--- config.mk ---
export PLATFORM = sky130hd
export DESIGN_NAME = serdes_link_framer_flat
export DESIGN_NICKNAME = d
export VERILOG_FILES = /design/src/rtl/serdes_link_pkg.sv /design/src/rtl/serdes_link_framer_if.sv /design/src/rtl/serdes_xor_accum.sv /design/src/rtl/serdes_link_framer.sv /design/src/flat_wrapper.sv
export SDC_FILE = /design/constraint.sdc
export NUM_CORES = 1
export LEC_CHECK = 0
export ABC_AREA = 0
export CORE_MARGIN = 1
export CORE_UTILIZATION = 48
export CTS_BUF_LIST = sky130_fd_sc_hd__clkbuf_8 sky130_fd_sc_hd__clkbuf_16
export CTS_CLUSTER_DIAMETER = 40
export CTS_CLUSTER_SIZE = 10
export DETAILED_ROUTE_END_ITERATION = 16
export PLACE_DENSITY = 0.81
export SYNTH_ARGS = -nofsm -noshare
export SYNTH_HDL_FRONTEND = slang
export SYNTH_SLANG_ARGS = --single-unit
--- constraint.sdc ---
create_clock -name clk -period 1.9 [get_ports clk]
set_input_delay 0.38 -clock clk [delete_from_list [all_inputs] [get_ports clk]]
set_output_delay 0.38 -clock clk [all_outputs]
set_load 0.005 [all_outputs]
--- src/rtl/serdes_link_pkg.sv ---
// Shared definitions for the link framer and the matching deserialize-side checker.
package serdes_link_pkg;

    // Framer FSM states; encoding is shared with the checker.
    typedef enum logic [1:0] {
        ST_HEADER   = 2'd0,
        ST_PAYLOAD  = 2'd1,
        ST_CHECKSUM = 2'd2
    } frame_state_e;

    // Default start-of-frame marker and header field geometry.
    localparam logic [7:0] SOF_DEFAULT = 8'hA5;
    localparam int         SOF_W       = 8;
    localparam int         SEQ_LSB     = 0;

    // Bit position of the SOF marker within a word of the given width.
    function automatic int sof_lsb(input int bit_width);
        return bit_width - SOF_W;
    endfunction

endpackage

--- src/rtl/serdes_link_framer_if.sv ---
// Val/rdy word channel; master drives msg/val, slave drives rdy.
interface serdes_link_framer_if #(
    parameter int BIT_WIDTH = 32
);
    logic [BIT_WIDTH-1:0] msg;
    logic                 val;
    logic                 rdy;

    modport master (output msg, output val, input rdy);
    modport slave  (input msg, input val, output rdy);
endinterface

--- src/rtl/serdes_xor_accum.sv ---
// Running XOR accumulator; clear wins over enable so a frame boundary
// always restarts the checksum from zero.
module serdes_xor_accum #(
    parameter int BIT_WIDTH = 32
) (
    input  logic                 clk,
    input  logic                 rst_n,
    input  logic                 en,
    input  logic                 clr,
    input  logic [BIT_WIDTH-1:0] d,
    output logic [BIT_WIDTH-1:0] q
);

    logic [BIT_WIDTH-1:0] acc_q;
    logic [BIT_WIDTH-1:0] acc_d;

    // Next accumulator value: clear, fold in d, or hold.
    always_comb begin
        acc_d = acc_q;
        if (clr) begin
            acc_d = '0;
        end else if (en) begin
            acc_d = acc_q ^ d;
        end else begin
            acc_d = acc_q;
        end
    end

    // Accumulator register.
    always_ff @(posedge clk or negedge rst_n) begin
        if (!rst_n) begin
            acc_q <= '0;
        end else begin
            acc_q <= acc_d;
        end
    end

    assign q = acc_q;

endmodule

--- src/rtl/serdes_link_framer.sv ---
// Frames serialized words: header (SOF + sequence), N_SAMPLES payload words
// passed straight through, then an XOR checksum of the payload.
module serdes_link_framer
    import serdes_link_pkg::*;
#(
    parameter int         BIT_WIDTH = 32,
    parameter int         N_SAMPLES = 8,
    parameter int         SEQ_WIDTH = 8,
    parameter logic [7:0] SOF_MARK  = SOF_DEFAULT
) (
    input  logic                  clk,
    input  logic                  reset,
    serdes_link_framer_if.slave   recv,
    serdes_link_framer_if.master  send,
    output logic                  busy
);

    localparam int                CNT_W    = (N_SAMPLES > 1) ? $clog2(N_SAMPLES) : 1;
    localparam logic [CNT_W-1:0]  CNT_LAST = CNT_W'(N_SAMPLES - 1);
    localparam int                SOF_LSB  = sof_lsb(BIT_WIDTH);

    frame_state_e         state_q;
    frame_state_e         state_d;
    logic [CNT_W-1:0]     cnt_q;
    logic [CNT_W-1:0]     cnt_d;
    logic [SEQ_WIDTH-1:0] seq_q;
    logic [SEQ_WIDTH-1:0] seq_d;

    logic [BIT_WIDTH-1:0] csum_s;
    logic [BIT_WIDTH-1:0] header_s;
    logic [BIT_WIDTH-1:0] send_msg_s;
    logic                 send_val_s;
    logic                 recv_rdy_s;
    logic                 busy_s;
    logic                 send_val_g_s;
    logic                 recv_rdy_g_s;
    logic                 up_xfer_s;
    logic                 down_xfer_s;
    logic                 acc_clr_s;

    // Outputs are forced idle while reset is held, whatever the FSM says.
    assign send_val_g_s = reset & send_val_s;
    assign recv_rdy_g_s = reset & recv_rdy_s;
    assign send.val     = send_val_g_s;
    assign send.msg     = send_msg_s;
    assign recv.rdy     = recv_rdy_g_s;
    assign busy         = reset & busy_s;

    assign up_xfer_s    = recv.val & recv_rdy_g_s;
    assign down_xfer_s  = send_val_g_s & send.rdy;
    assign acc_clr_s    = (state_q == ST_CHECKSUM) & down_xfer_s;

    // Payload checksum; only payload transfers are folded in, since
    // upstream is only ever accepted in PAYLOAD.
    serdes_xor_accum #(
        .BIT_WIDTH (BIT_WIDTH)
    ) u_csum (
        .clk   (clk),
        .rst_n (reset),
        .en    (up_xfer_s),
        .clr   (acc_clr_s),
        .d     (recv.msg),
        .q     (csum_s)
    );

    // Header word: SOF marker in the top byte, sequence number at the bottom.
    always_comb begin
        header_s                         = '0;
        header_s[SOF_LSB +: SOF_W]       = SOF_MARK;
        header_s[SEQ_LSB +: SEQ_WIDTH]   = seq_q;
    end

    // FSM state register.
    always_ff @(posedge clk or negedge reset) begin
        if (!reset) begin
            state_q <= ST_HEADER;
        end else begin
            state_q <= state_d;
        end
    end

    // Payload counter and frame sequence registers.
    always_ff @(posedge clk or negedge reset) begin
        if (!reset) begin
            cnt_q <= '0;
            seq_q <= '0;
        end else begin
            cnt_q <= cnt_d;
            seq_q <= seq_d;
        end
    end

    // Next-state, counter and sequence logic.
    always_comb begin
        state_d = state_q;
        cnt_d   = cnt_q;
        seq_d   = seq_q;
        case (state_q)
            ST_HEADER: begin
                if (down_xfer_s) begin
                    state_d = ST_PAYLOAD;
                end else begin
                    state_d = ST_HEADER;
                end
            end
            ST_PAYLOAD: begin
                if (up_xfer_s) begin
                    if (cnt_q == CNT_LAST) begin
                        cnt_d   = '0;
                        state_d = ST_CHECKSUM;
                    end else begin
                        cnt_d   = cnt_q + 1'b1;
                        state_d = ST_PAYLOAD;
                    end
                end else begin
                    cnt_d   = cnt_q;
                    state_d = ST_PAYLOAD;
                end
            end
            ST_CHECKSUM: begin
                if (down_xfer_s) begin
                    seq_d   = seq_q + 1'b1;
                    state_d = ST_HEADER;
                end else begin
                    seq_d   = seq_q;
                    state_d = ST_CHECKSUM;
                end
            end
            default: begin
                state_d = ST_HEADER;
                cnt_d   = '0;
            end
        endcase
    end

    // Per-state output decode; payload is a combinational pass-through.
    always_comb begin
        send_msg_s = '0;
        send_val_s = 1'b0;
        recv_rdy_s = 1'b0;
        busy_s     = 1'b0;
        case (state_q)
            ST_HEADER: begin
                send_msg_s = header_s;
                send_val_s = recv.val;
            end
            ST_PAYLOAD: begin
                send_msg_s = recv.msg;
                send_val_s = recv.val;
                recv_rdy_s = send.rdy;
                busy_s     = 1'b1;
            end
            ST_CHECKSUM: begin
                send_msg_s = csum_s;
                send_val_s = 1'b1;
                busy_s     = 1'b1;
            end
            default: begin
                send_msg_s = '0;
                send_val_s = 1'b0;
            end
        endcase
    end

endmodule

--- src/flat_wrapper.sv ---
// flat-port wrapper written by rule: the top's interface ports become plain ports
module serdes_link_framer_flat import serdes_link_pkg::*;
#(
    parameter int         BIT_WIDTH = 32,
    parameter int         N_SAMPLES = 8,
    parameter int         SEQ_WIDTH = 8,
    parameter logic [7:0] SOF_MARK  = SOF_DEFAULT
)
  (clk, reset, busy, recv_msg, recv_val, recv_rdy, send_msg, send_val, send_rdy);
  serdes_link_framer_if #(.BIT_WIDTH(BIT_WIDTH)) recv_i ();
  serdes_link_framer_if #(.BIT_WIDTH(BIT_WIDTH)) send_i ();
  input  logic clk;
  input  logic reset;
  output logic busy;
  input wire logic [$bits(recv_i.msg)-1:0] recv_msg;
  input wire logic [$bits(recv_i.val)-1:0] recv_val;
  output wire logic [$bits(recv_i.rdy)-1:0] recv_rdy;
  output wire logic [$bits(send_i.msg)-1:0] send_msg;
  output wire logic [$bits(send_i.val)-1:0] send_val;
  input wire logic [$bits(send_i.rdy)-1:0] send_rdy;
  assign recv_i.msg = recv_msg;
  assign recv_i.val = recv_val;
  assign recv_rdy = recv_i.rdy;
  assign send_msg = send_i.msg;
  assign send_val = send_i.val;
  assign send_i.rdy = send_rdy;
  serdes_link_framer #(.BIT_WIDTH(BIT_WIDTH), .N_SAMPLES(N_SAMPLES), .SEQ_WIDTH(SEQ_WIDTH), .SOF_MARK(SOF_MARK)) u_core (.clk(clk), .reset(reset), .recv(recv_i), .send(send_i), .busy(busy));
endmodule
# After elaboration in Yosys (flattened, before gate mapping)
# Index checks and enable logic that the tools add are counted.
[word_totals]
out_inout_bits = 35
register_bits = 45
inputBits = 36
[classes]
n_eq_ne = 4
n_reduce_logical = 7
muxes = 14
bitwise_logic = 8
addsub = 2
[op_table]
columns = ["operator", "count"]
rows = [
  ["one-hot mux 32 bit (3 select lines)", 1],
  ["2-to-1 mux 32 bit", 2],
  ["bitwise XOR 32 bit", 1],
  ["adder 8 x 1 -> 8 bit (second input constant)", 1],
  ["bitwise AND 1 bit", 6],
  ["2-to-1 mux 2 bit", 3],
  ["2-to-1 mux 3 bit", 2],
  ["one-hot mux 2 bit (3 select lines)", 1],
  ["one-hot mux 3 bit (2 select lines)", 1],
  ["OR reduction 2 bit", 3],
  ["AND reduction 2 bit", 2],
  ["adder 3 x 1 -> 3 bit (second input constant)", 1],
  ["equality test 3 bit (second input constant)", 1],
  ["2-to-1 mux 1 bit", 3],
  ["equality test 2 x 1 -> 1 bit (second input constant)", 1],
  ["equality test 2 bit (second input constant)", 1],
  ["zero test 2 bit", 1],
  ["!= test 2 bit (second input constant)", 1],
  ["one-hot mux 1 bit (2 select lines)", 1],
  ["nonzero test 2 bit", 1],
  ["inverter 1 bit", 1],
]

# Longest topological paths before layout
[logic_depth]
depth_word = 7
mapped_depth = 8

# Hierarchy
# From an unflattened synthesis, not the netlist that was laid out.
[unflattened]
cells_unflattened = 282
area_unflattened_um2 = 2876.5
[by_module_without_submodules]
columns = ["module", "instances", "area_each_um2", "cells_each", "seq_area_each_um2"]
rows = [
  ["serdes_xor_accum", 1, 1701.6, 138, 800.8],
  ["serdes_link_framer", 1, 1174.9, 144, 325.3],
]

# Worst setup path before layout
# Ideal clock, no wire load.
[synth_path]
path_type = "reg2out"
start = "reg u_core.state_q[1]"
end = "out send_msg[6]"
arrival_ns = 1.466
path_stages_with_launch = 7
t_required_ns = 1.520
path_buffers = 2
path_slack_ns = 0.054
cell_sequence = "dfrtp_1 inv_1 ha_1 clkbuf_1 clkbuf_1 a222oi_1 nor2_1"
[synth_between]
elab_chain_cells = 2
word_cells_on_any_way = 4
[synth_rtl]
columns = ["element", "line_no", "text"]
rows = [
  ["start: declaration", "serdes_link_framer.sv:22", "frame_state_e state_q;"],
  ["start signal: assignment", "serdes_link_framer.sv:78", "state_q <= state_d;"],
  ["equality test 2 bit (tied with other cells)", "serdes_link_framer.sv:142", "case (state_q)"],
  ["one-hot mux 32 bit (3 select lines) (*)", "serdes_link_framer.sv:142", ""],
  ["end: declaration", "flat_wrapper.sv:18", "output wire logic [$bits(send_i.msg)-1:0] send_msg;"],
]
# Mark *: on every way between the ends. The rest lies on a longest branch, timed or not.

# Worst setup path after layout
[layout_path]
start = "reg u_core.state_q[1]"
end = "out send_msg[21]"
# The elaborated chain is that of the path after synthesis.

==> metrics.md <==
| Metric | Value |
|---|---|
| Status | `complete, but fails checks` |
| Violated checks | `negative setup slack` |
| Global Route Usage Sum | `35.1%` |
| Critical path type | `flop to output port` |
| Number of global-route vias before repair | `2632` |
| Initial DRT Pass Iterations | `5` |
| Cell internal pwr | `2.93 mW` |
| Multi-input gate area | `1820 sq um` |
| Starting Density | `49.9%` |
| Setup TNS | `-11.98 ns` |
| Final setup vio count | `72` |
| Syn nets | `321` |
| Met1 usage | `42.3%` |
| Finished Cell Area | `4370 sq um` |
| Peak supply drop | `698 uV` |
| Hold crit path type | `input port to asynchronous set/reset pin` |
| Cells after Synth | `278` |
| # rows | `26` |
| DRT antenna net count | `0` |
| Max_cap viols | `0` |
| Grt peak-use layer | `met2` |
| Register area share after synthesis | `44.2%` |
| CTS tree | `done` |
| Req. time, crit path | `1.52 ns` |
| Clock share of power | `15.8%` |
| Flop pwr share | `36.6%` |
| Relative slew slack | `65.2%` |
| DRC viols | `0` |
| Initial DRC count | `295` |
| Clock Root Buffer | `clkbuf_8` |
| Ys Warns | `0` |
| Clock Skew | `0.00896 ns` |
| Crit end category | `output port` |
| Global placement routability congestion | `0.769` |
| Tcrit/Tclk final | `119%` |
| Largest net degree at the start of global routing | `25` |
| Met2 Track Usage GR | `57.2%` |
| Die area | `5600 sq um` |
| Area contributors post-synth | `dfrtp_1, xor2_1, nor2_1` |
| Sw power | `2.05 mW` |
| Final Net Count | `428` |
| CP arrival | `1.87 ns` |
| Logic pwr share | `47.6%` |
| Clk_lat worst skew | `0.32 ns` |
| Post-synth cell types | `29` |
| Sw frac | `41.1%` |
| Ports | `71` |
| Die Width | `74.9 um` |
| CTS Sinks | `45` |
| Core area | `5110 sq um` |
| Vias per inst | `6.10` |
| CP max FO | `11` |
| First-pass GRT wire length | `13.9 mm` |
| Clock Tree Buf Depth | `2` |
| Tmin final | `2.25 ns` |
| WL/cell | `23.7 um` |
| Post-Route WL | `10.8 mm` |
| Cells along the critical path | `buf_6 -> ha_4 -> buf_8 -> buf_12 -> buf_4 -> a22oi_2 -> nor2_1 -> buf_2` |
| FILL cells | `215` |
| Critical-path top delay cell | `dfrtp_1` |
| Synth-to-layout area growth | `71.5%` |
| CTS Buf Count | `5` |
| Via count | `2780` |
| Post-synth top area share | `44.2%` |
| # H-tree levels | `2` |
| Final Hold Fails | `0` |
| Final setup margin | `-0.355 ns` |
| Storage cell area | `1130 sq um` |
| Fraction of layout cells with a size suffix above 1 | `45.9%` |
| Type of origin of the critical path | `flop` |
| Die Span Y | `74.9 um` |
| RSZ-0062 raised after global routing | `yes` |
| Dpl cell area | `3490 sq um` |
| Final Max Slew Viols | `0` |
| Worst path max stage delay | `0.42 ns` |
| Clock-pin transition on the worst setup and hold timing paths | `0.09 ns` |
| Hold_buf cts | `0` |
| Gr ovfl total | `0` |
| Register bit total from synthesis | `45` |
| Power per Cell Area | `1140 nW/um^2` |
| Max Fclk | `444 MHz` |
| Met3 Usage GRT | `5.62%` |
| PortBufs | `70` |
| Initial antenna violation count | `0` |
| Synthesized area | `2550 sq um` |
| Number of diodes | `0` |
| Hpwl dp | `4.67 mm` |
| Worst Tran Pin Value | `0.522 ns` |
| Syn Area/Cell | `9.16 sq um` |
| Yosys top cell by area | `dfrtp_1` |
| Leakage | `2.07 nW` |
layer usage:
layer	vias to the layer above	routed length [um]	share of wire [%]
li1	1153	-	-
met3	65	692	6.4
met2	163	5260	49
met4	0	715	6.6
met5	-	0	0
met1	1399	4130	38
flip-flops by register name, indices dropped and copies added (netlist names):
name / count
u_core.u_csum.q: 32
u_core.seq_q: 8
u_core.cnt_q: 3
u_core.state_q: 2
cells in the mapped netlist:
library cell,n
nor2_1,68
dfrtp_1,45
nand2_1,36
xor2_1,33
a22oi_1,20
clkbuf_1,12
a222oi_1,8
ha_1,7
a22o_1,6
xnor2_1,6
a221oi_1,4
buf_2,4
buf_4,4
inv_1,4
and3_1,3
a211oi_1,2
and4_1,2
nand3_2,2
nand4_1,2
a2111oi_4,1
a21oi_1,1
a2bb2oi_1,1
and2_1,1
buf_6,1
inv_2,1
mux2_2,1
nand3_1,1
o21ai_0,1
or2_2,1
critical path: cells and delay by family, from the launching register on:
family          cells  cell delay, ns
buf+inv             5            0.67
flops               1            0.42
compound gates      1            0.19
fa+ha+maj           1            0.17
simple gates        1            0.09
kinds of logic (layout without fill, tap and decap cells):
kind of cell	Yosys count	count (layout)	share of synthesized area, %
compound gates	44	44	14.9
xor+xnor	39	39	13.4
fa+ha+maj	7	7	3.44
buf+inv	26	134	4.91
flops	45	45	44.2
mux	1	1	0.442
simple gates	116	116	18.7
worst paths after layout:
kind | start | endpoint | slack [ns] | cells after the start
worst max-delay path | u_core.state_q[1] | send_msg[21] | -0.35 | 8
worst min-delay path | reset | u_core.cnt_q[2] | 0.11 | 2
worst max register to register | u_core.state_q[1] | u_core.u_csum.q[17] | -0.21 | 12
worst min register to register | u_core.seq_q[7] | u_core.seq_q[7] | 0.50 | 1
max in group asynchronous | reset | u_core.u_csum.q[13] | 1.43 | 2
min in group clk | u_core.seq_q[7] | u_core.seq_q[7] | 0.50 | 1
power by group through the flow:
stage | sequential, mW | combinational (mW) | clock (mW)
floorplan | 1.61 | 0.917 | 0
finish | 1.82 | 2.37 | 0.787
global placement | 1.64 | 1.75 | 0
detailed placement | 1.67 | 1.81 | 0
global route | 1.85 | 2.52 | 0.836
CTS | 1.69 | 2.05 | 0.774
metrics by stage:
step	hold slack (ns)	utilization, %	worst slack [ns]	cells	power [mW]
floorplan	0.0844	-	0.0535	278	2.53
global placement	0.423	68.3	-0.224	424	3.39
detailed placement	0.414	68.3	-0.221	424	3.48
CTS	0.0850	79.8	-0.265	454	4.51
global route	0.114	85.5	-0.486	456	5.20
finish	0.110	85.5	-0.355	456	4.98
layout make-up:
| class | instances | share of cell area, % |
|---|---|---|
| inverter | 5 | 0.544 |
| sequential | 45 | 25.8 |
| clock inverter | 3 | 1.15 |
| multi-input combinational | 207 | 41.7 |
| timing repair buffer | 121 | 27.2 |
| tap | 70 | 2.00 |
| clock buffer | 5 | 1.58 |
layout by cell type, fill, tap and decap left out, types with 2 or more instances in the layout:
cell	synthesis	routed
a221oi_2	0	4
a222oi_1	8	8
a22o_1	6	6
a22oi_1	20	4
a22oi_2	0	16
and3_1	3	2
buf_12	0	6
buf_16	0	4
buf_2	4	25
buf_4	4	20
buf_6	1	19
buf_8	0	3
clkbuf_2	0	2
clkbuf_8	0	5
clkdlybuf4s15_1	0	3
clkdlybuf4s50_1	0	34
dfrtp_1	45	44
dlygate4sd2_1	0	5
ha_1	7	3
ha_4	0	4
inv_1	4	2
inv_2	1	2
nand2_1	36	4
nand2_4	0	31
nand3_2	2	2
nand4_1	2	2
nor2_1	68	58
nor2_2	0	8
nor2_4	0	2
xnor2_1	6	6
xor2_1	33	22
xor2_2	0	11
repair_timing:
action | CTS | global route
hold endpoints to repair | 0 | 0
gates cloned | 5 | 0
resized for setup | 195 | 79
buffers inserted | 17 | 4
setup endpoints to repair | 57 | 76
pin swaps | 51 | 73
Note: power is estimated with default switching activity, not from simulation.
==> edit 1: new RTL, same flow settings <==
`SEQ_WIDTH` is set to 8 in 2 places; all go to 9.
--- a/src/rtl/serdes_link_framer.sv
+++ b/src/rtl/serdes_link_framer.sv
@@ -7,3 +7,3 @@
     parameter int         N_SAMPLES = 8,
-    parameter int         SEQ_WIDTH = 8,
+    parameter int         SEQ_WIDTH = 9,
     parameter logic [7:0] SOF_MARK  = SOF_DEFAULT
--- a/src/flat_wrapper.sv
+++ b/src/flat_wrapper.sv
@@ -5,3 +5,3 @@
     parameter int         N_SAMPLES = 8,
-    parameter int         SEQ_WIDTH = 8,
+    parameter int         SEQ_WIDTH = 9,
     parameter logic [7:0] SOF_MARK  = SOF_DEFAULT
Check against the original RTL: same outputs for any inputs over 10 cycles, from zero or initial values and one cycle with reset low; that may be too few to reach the edited logic, so the function may still have changed.
==> edit 1 against the original RTL <==
- the flow still finishes with violations (setup timing)
- setup slack gained 0.083 ns
- hold slack lost 0.013 ns
- total power shrank 21%
- area after synthesis grew 1.4%
- routed wire length shrank 8.8%
- non-clock buffer count grew 5
- final area shrank 3.5%
- sequential cell count grew 1
- largest cell class unchanged
==> edit 1: results (changes against the original RTL) <==
* Worst hold slack after final layout: 0.0972 ns (-0.0129 ns)
- The final-stage net count is 436 (+1.9%).
- The share of cells above drive strength 1 came to 0.378 (-0.0804).
- The via total after detailed routing is 2816 (+1.3%).
- The share of the synthesized netlist area taken by xor and xnor gates came to 0.136 (+0.00151).
- Delay-heaviest family, CP: buffers and inverters
* Number of DRC markers after the initial detailed-route iteration: 258 (-13%)
- The maximum vdd ir drop was 628 uV (-10%).
- The total met3 wirelength after detailed routing is 844 um (+22%).
- Post-detail-place hpwl: 4.43 mm (-5.0%)
- The share of synthesized registers carrying an async set or reset is 1.00 (unchanged).
- The global-route wire length before repair is 13.0 mm (-6.9%).
- The routability congestion estimate came to 0.757 (-1.6%).
* Max reg flops: 32 (unchanged)
- The pin count of the biggest net entering global routing is 39 (+56%).
- The setup TNS after final layout is -10.42 ns (+1.56 ns).
- The total routed wire length on the met1 layer was 3.65 mm (-12%).
* Post-synth top flop: dfrtp_1
- The detailed route wirelength on metal2 was 4.80 mm (-8.8%).
- The setup-violating endpoint count in the final report is 74 (+2.8%).
* Compound-gate portion of the synthesized area: 0.133 (-0.0161)
- Setup Slack @ Placement: -0.183 ns (+0.0379 ns)
- The register area share after synthesis is 0.446 (+0.00348).
* Root buffer cell: clkbuf_8
* Clock latency on the worst-skew pair: 0.32 ns (about the same)
- The adder-cell share of the synthesized area was 0.0339 (-0.000483).
- Final clock skew: 0.0119 ns (+0.00297 ns)
- The maximum buffer depth of the clock tree came to 2 (unchanged).
- The worst slew margin relative to its limit is 0.682 (+0.0295).
* Number of global-route vias before repair: 2620 (-0.46%)
- Synth warn: 0 (unchanged)
- Leakage power: 1.86 nW (-10%)
- The share of synthesized area spent on multiplexers came to 0.00436 (-0.0000621).
- Worst Slack Setup Final: -0.272 ns (+0.0826 ns)
* Mapped Nets: 325 (+1.2%)
- The peak fanout along the critical path came to 12 (+1).
- Cell types occupying the most area after synthesis: dfrtp_1, xor2_1, nor2_1
- The arrival time of the worst setup path came to 2.41 ns (+0.54 ns).
- Most instantiated cells after synthesis: nor2_1, dfrtp_1, xor2_1
- Violations in the final reports: setup timing
* First element of the critical path: u_core.state_q[1]
- The run finished, with violations left.
* Overall global routing resource usage: 0.322 (-0.0292)
* Final hold violations: 0 (unchanged)
- Count of different cell masters after synthesis: 28 (-3.4%)
* Drt total wl: 9.85 mm (-8.8%)
==> edit 1: worst paths after layout <==
kind,endpoint,depth (start not counted)
worst max-delay path,u_core.u_csum.q[27],11
worst min register to register,u_core.seq_q[6],1
min in group clk,u_core.state_q[0],3
worst max register to register,u_core.u_csum.q[27],11
max in group asynchronous,u_core.state_q[0],2
worst min-delay path,u_core.u_csum.q[16],2
==> edit 1: area by class of cell <==
class	count	area, um2
Clock buffer	5	68.8
Clock inverter	3	48.8
Fill cell	295	925
Inverter	3	11.3
Multi-Input combinational cell	211	1590
Sequential cell	46	1150
Tap cell	70	87.6
Timing Repair Buffer	126	1260
==> edit 1: per-stage QoR <==
step / util / std cells / instance area [um2]
floorplan: - / 282 / 2580
global placement: 0.691 / 428 / 3550
detailed placement: 0.691 / 428 / 3550
CTS: 0.794 / 458 / 4080
global route: 0.820 / 464 / 4220
finish: 0.820 / 464 / 4220
==> edit 1: routing by layer <==
| metal | global-route usage | up-vias |
|---|---|---|
| met5 | 0 | - |
| met4 | 0.171 | 0 |
| met3 | 0.0688 | 61 |
| met2 | 0.544 | 193 |
| met1 | 0.388 | 1373 |
| li1 | - | 1189 |
==> edit 1: cell families after synthesis <==
kind of cell / Yosys count
DFF: 46
and+or+nand+nor: 121
muxes: 1
xor gates and xnor gates: 40
adders and majority gates: 7
buffers and inverters: 25
AOI/OAI and AO/OA: 42
==> edit 1: worst reg2reg max path: cells and delay by family, from the launching register on <==
kind / cells / cell delay, ns
xor gates and xnor gates: 1 / 0.16
adders and majority gates: 1 / 0.22
buffers and inverters: 6 / 0.81
DFF: 1 / 0.43
and+or+nand+nor: 3 / 0.49
==> edit 1: power breakdown <==
| group | internal [mW] | switching, mW |
|---|---|---|
| Clock | 0.401 | 0.396 |
| Combinational | 0.731 | 0.677 |
| Sequential | 1.35 | 0.378 |
| Total | 2.48 | 1.45 |
==> edit 1: timing repair <==
item                                    CTS  global route
cloned                                    7             1
endpoints found under the setup margin   54            78
endpoints found under the hold margin     3             0
pin swaps                                52            45
resized for setup                       188            31
hold buffers                              1             0
buffers inserted                         15             8
==> edit 2: new RTL, same flow settings <==
Without the edit above. Re-encode `frame_state_e` (3 states) as one-hot, 3 bits wide.
--- a/src/rtl/serdes_link_pkg.sv
+++ b/src/rtl/serdes_link_pkg.sv
@@ -4,6 +4,6 @@
     // Framer FSM states; encoding is shared with the checker.
-    typedef enum logic [1:0] {
-        ST_HEADER   = 2'd0,
-        ST_PAYLOAD  = 2'd1,
-        ST_CHECKSUM = 2'd2
+    typedef enum logic [2:0] {
+        ST_HEADER   = 3'b001,
+        ST_PAYLOAD  = 3'b010,
+        ST_CHECKSUM = 3'b100
     } frame_state_e;
Formal check against the unedited RTL: same outputs for any inputs over 10 cycles, from zero or initial values and one cycle with reset low; not proved beyond that.
==> edit 2 against the original RTL <==
- the run still ends with setup timing left
- hold slack worse by 0.067 ns
- non-clock buffer count up 11
- critical path depth fell by 1
- final area down 2.0%
- setup slack improved by 0.048 ns
- sequential cell count rose by 1
- clock skew is 0.0038 ns lower
- routed wire length fell by 4.1%
- area after synthesis grew 9.8%
- global-route usage fell by 2.8 points
- critical endpoint is now send_msg[10]
- largest cell class unchanged
- highest routed layer unchanged
Power is not compared: it rests on default switching activity, and its combinational part moved more than twofold at a synthesized area within 25%.
==> edit 2: results (changes against the original RTL) <==
* Post-Route Setup TNS: -8.68 ns (+3.30 ns)
* Routability congestion estimate from global placement: 0.789 (+2.6%)
* Wire per inst: 20.7 um (-13%)
- Setup Slack @ Placement: -0.324 ns (-0.103 ns)
* Met1 Usage GRT: 0.394 (-0.0291)
* Source of the worst register-to-register timing path: u_core.state_q[2]
- The first-iteration detailed-routing DRC count was 314 (+6.4%).
* Actual slew at the worst max-slew pin: 0.450 ns (-0.0718 ns)
* Post-detail-place hpwl: 5.24 mm (+12%)
- Count of placed standard cells including taps: 466 (+9.9%)
- The checks that failed: setup timing.
- The net count of the mapped netlist came to 358 (+12%).
* Cell types occupying the most area after synthesis: dfrtp_1, a21oi_1, a22o_1
* Worst path arrival time: 1.83 ns (-0.04 ns)
- Post-synthesis sequential area ratio: 0.412 (-0.0300)
- Path depth of the worst reg2reg path: 6 (-6)
- The run finished, with violations left.
- The combined global-route utilization of all metal layers is 0.324 (-0.0276).
- The setup-violating endpoint count in the final report came to 50 (-31%).
- Wire length of the first global-routing pass: 15.3 mm (+10%)
* Number of global-route vias before repair: 3128 (+19%)
- Drt total wl: 10.4 mm (-4.1%)
* Number of CTS-inserted buffers: 5 (unchanged)
- The routed via count divided by cell count came to 6.61 (+8.5%).
* Worst hold slack after final layout: 0.0429 ns (-0.0672 ns)
- The pin count of the biggest net entering global routing is 39 (+56%).
- Fraction of layout cells with a size suffix above 1: 0.406 (-0.0530)
* Worst reg2reg path endpoint: u_core.u_csum.q[24]
* Count of different cell masters after synthesis: 34 (+17%)
- Gate count of the mapped netlist: 319 (+15%)
* Most instantiated cells after synthesis: dfrtp_1, a21oi_1, o21ai_0
- The met3 usage was 0.0628 (+0.00657).
- Setup slack of the worst register-to-register path: -0.09 ns (+0.12 ns)
- The peak fanout along the critical path is 4 (-7).
- The maximum buffer depth of the clock tree is 2 (unchanged).
* Worst Slack Setup Final: -0.307 ns (+0.0478 ns)
- The met2 track utilization from global routing was 0.552 (-0.0198).
- The placed standard-cell area came to 3740 um2 (+7.2%).
* Final clock skew: 0.00512 ns (-0.00384 ns)
-- edit 2: changes by cell type in the layout (fill, tap and decap cells not counted), moves of 12 or more --
cell and change:
a21oi_1 +20, a21oi_2 +17, a22o_1 +15, a22oi_2 -13, buf_4 +15, inv_1 +12
nand2_4 -25, nand4_1 +20, nor2_1 -54, o21ai_0 +18, or3_1 +18, xor2_1 -20
-- edit 2: kinds of logic after synthesis --
logic type / Yosys count / share of synthesized area
xor gates and xnor gates: 7 / 0.0219
buffers and inverters: 46 / 0.0725
adders and majority gates: 3 / 0.0134
DFF: 46 / 0.412
AOI/OAI and AO/OA: 121 / 0.272
and+or+nand+nor: 94 / 0.201
muxes: 2 / 0.00761
-- edit 2: what timing repair did --
action	4_1_cts	5_1_grt
gates resized for setup	215	50
setup buffers	25	5
cloned	3	1
endpoints found under the setup margin	48	59
pin swaps	31	17
-- edit 2: layer usage --
layer / wire length, um / part of all wire
met2: 5080 / 0.49
met4: 379 / 0.037
met5: 0 / 0
met3: 696 / 0.067
met1: 4200 / 0.41
-- edit 2: how the worst max path moves through the flow --
stage                 startpoint            to  slack [ns]  depth (start not counted)
2_1_floorplan  u_core.state_q[2]   send_msg[0]        0.04                          6
3_3_place_gp   u_core.state_q[0]   send_msg[2]       -0.30                          5
3_5_place_dp   u_core.state_q[0]   send_msg[2]       -0.32                          5
4_1_cts        u_core.state_q[0]  send_msg[25]       -0.18                          7
5_1_grt        u_core.state_q[2]  send_msg[30]       -0.31                          8
6_report       u_core.state_q[2]  send_msg[10]       -0.31                          7
-- edit 2: final cells by class --
type,instances,area [um2]
Multi-Input combinational cell,229,1730
Fill cell,345,1290
Sequential cell,46,1150
Timing Repair Buffer,132,1150
Clock buffer,8,110
Tap cell,72,90.1
Inverter,14,52.6
-- edit 2: power by group through the flow --
stage / clock (mW) / combinational (mW) / sequential [mW]
6_report: 0.711 / 0.366 / 1.08
5_1_grt: 0.747 / 0.392 / 1.08
4_1_cts: 0.706 / 0.332 / 1.07
3_5_place_dp: 0 / 0.309 / 1.08
3_3_place_gp: 0 / 0.301 / 1.08
2_1_floorplan: 0 / 0.118 / 1.07
-- edit 2: worst max-delay path, cell delays in order, from the launching register on --
cell and delay, ns:
dfrtp_1 0.45, buf_6 0.14, nor3b_4 0.25, buf_6 0.16
buf_6 0.12, buf_6 0.11, a22o_1 0.15, buf_2 0.13
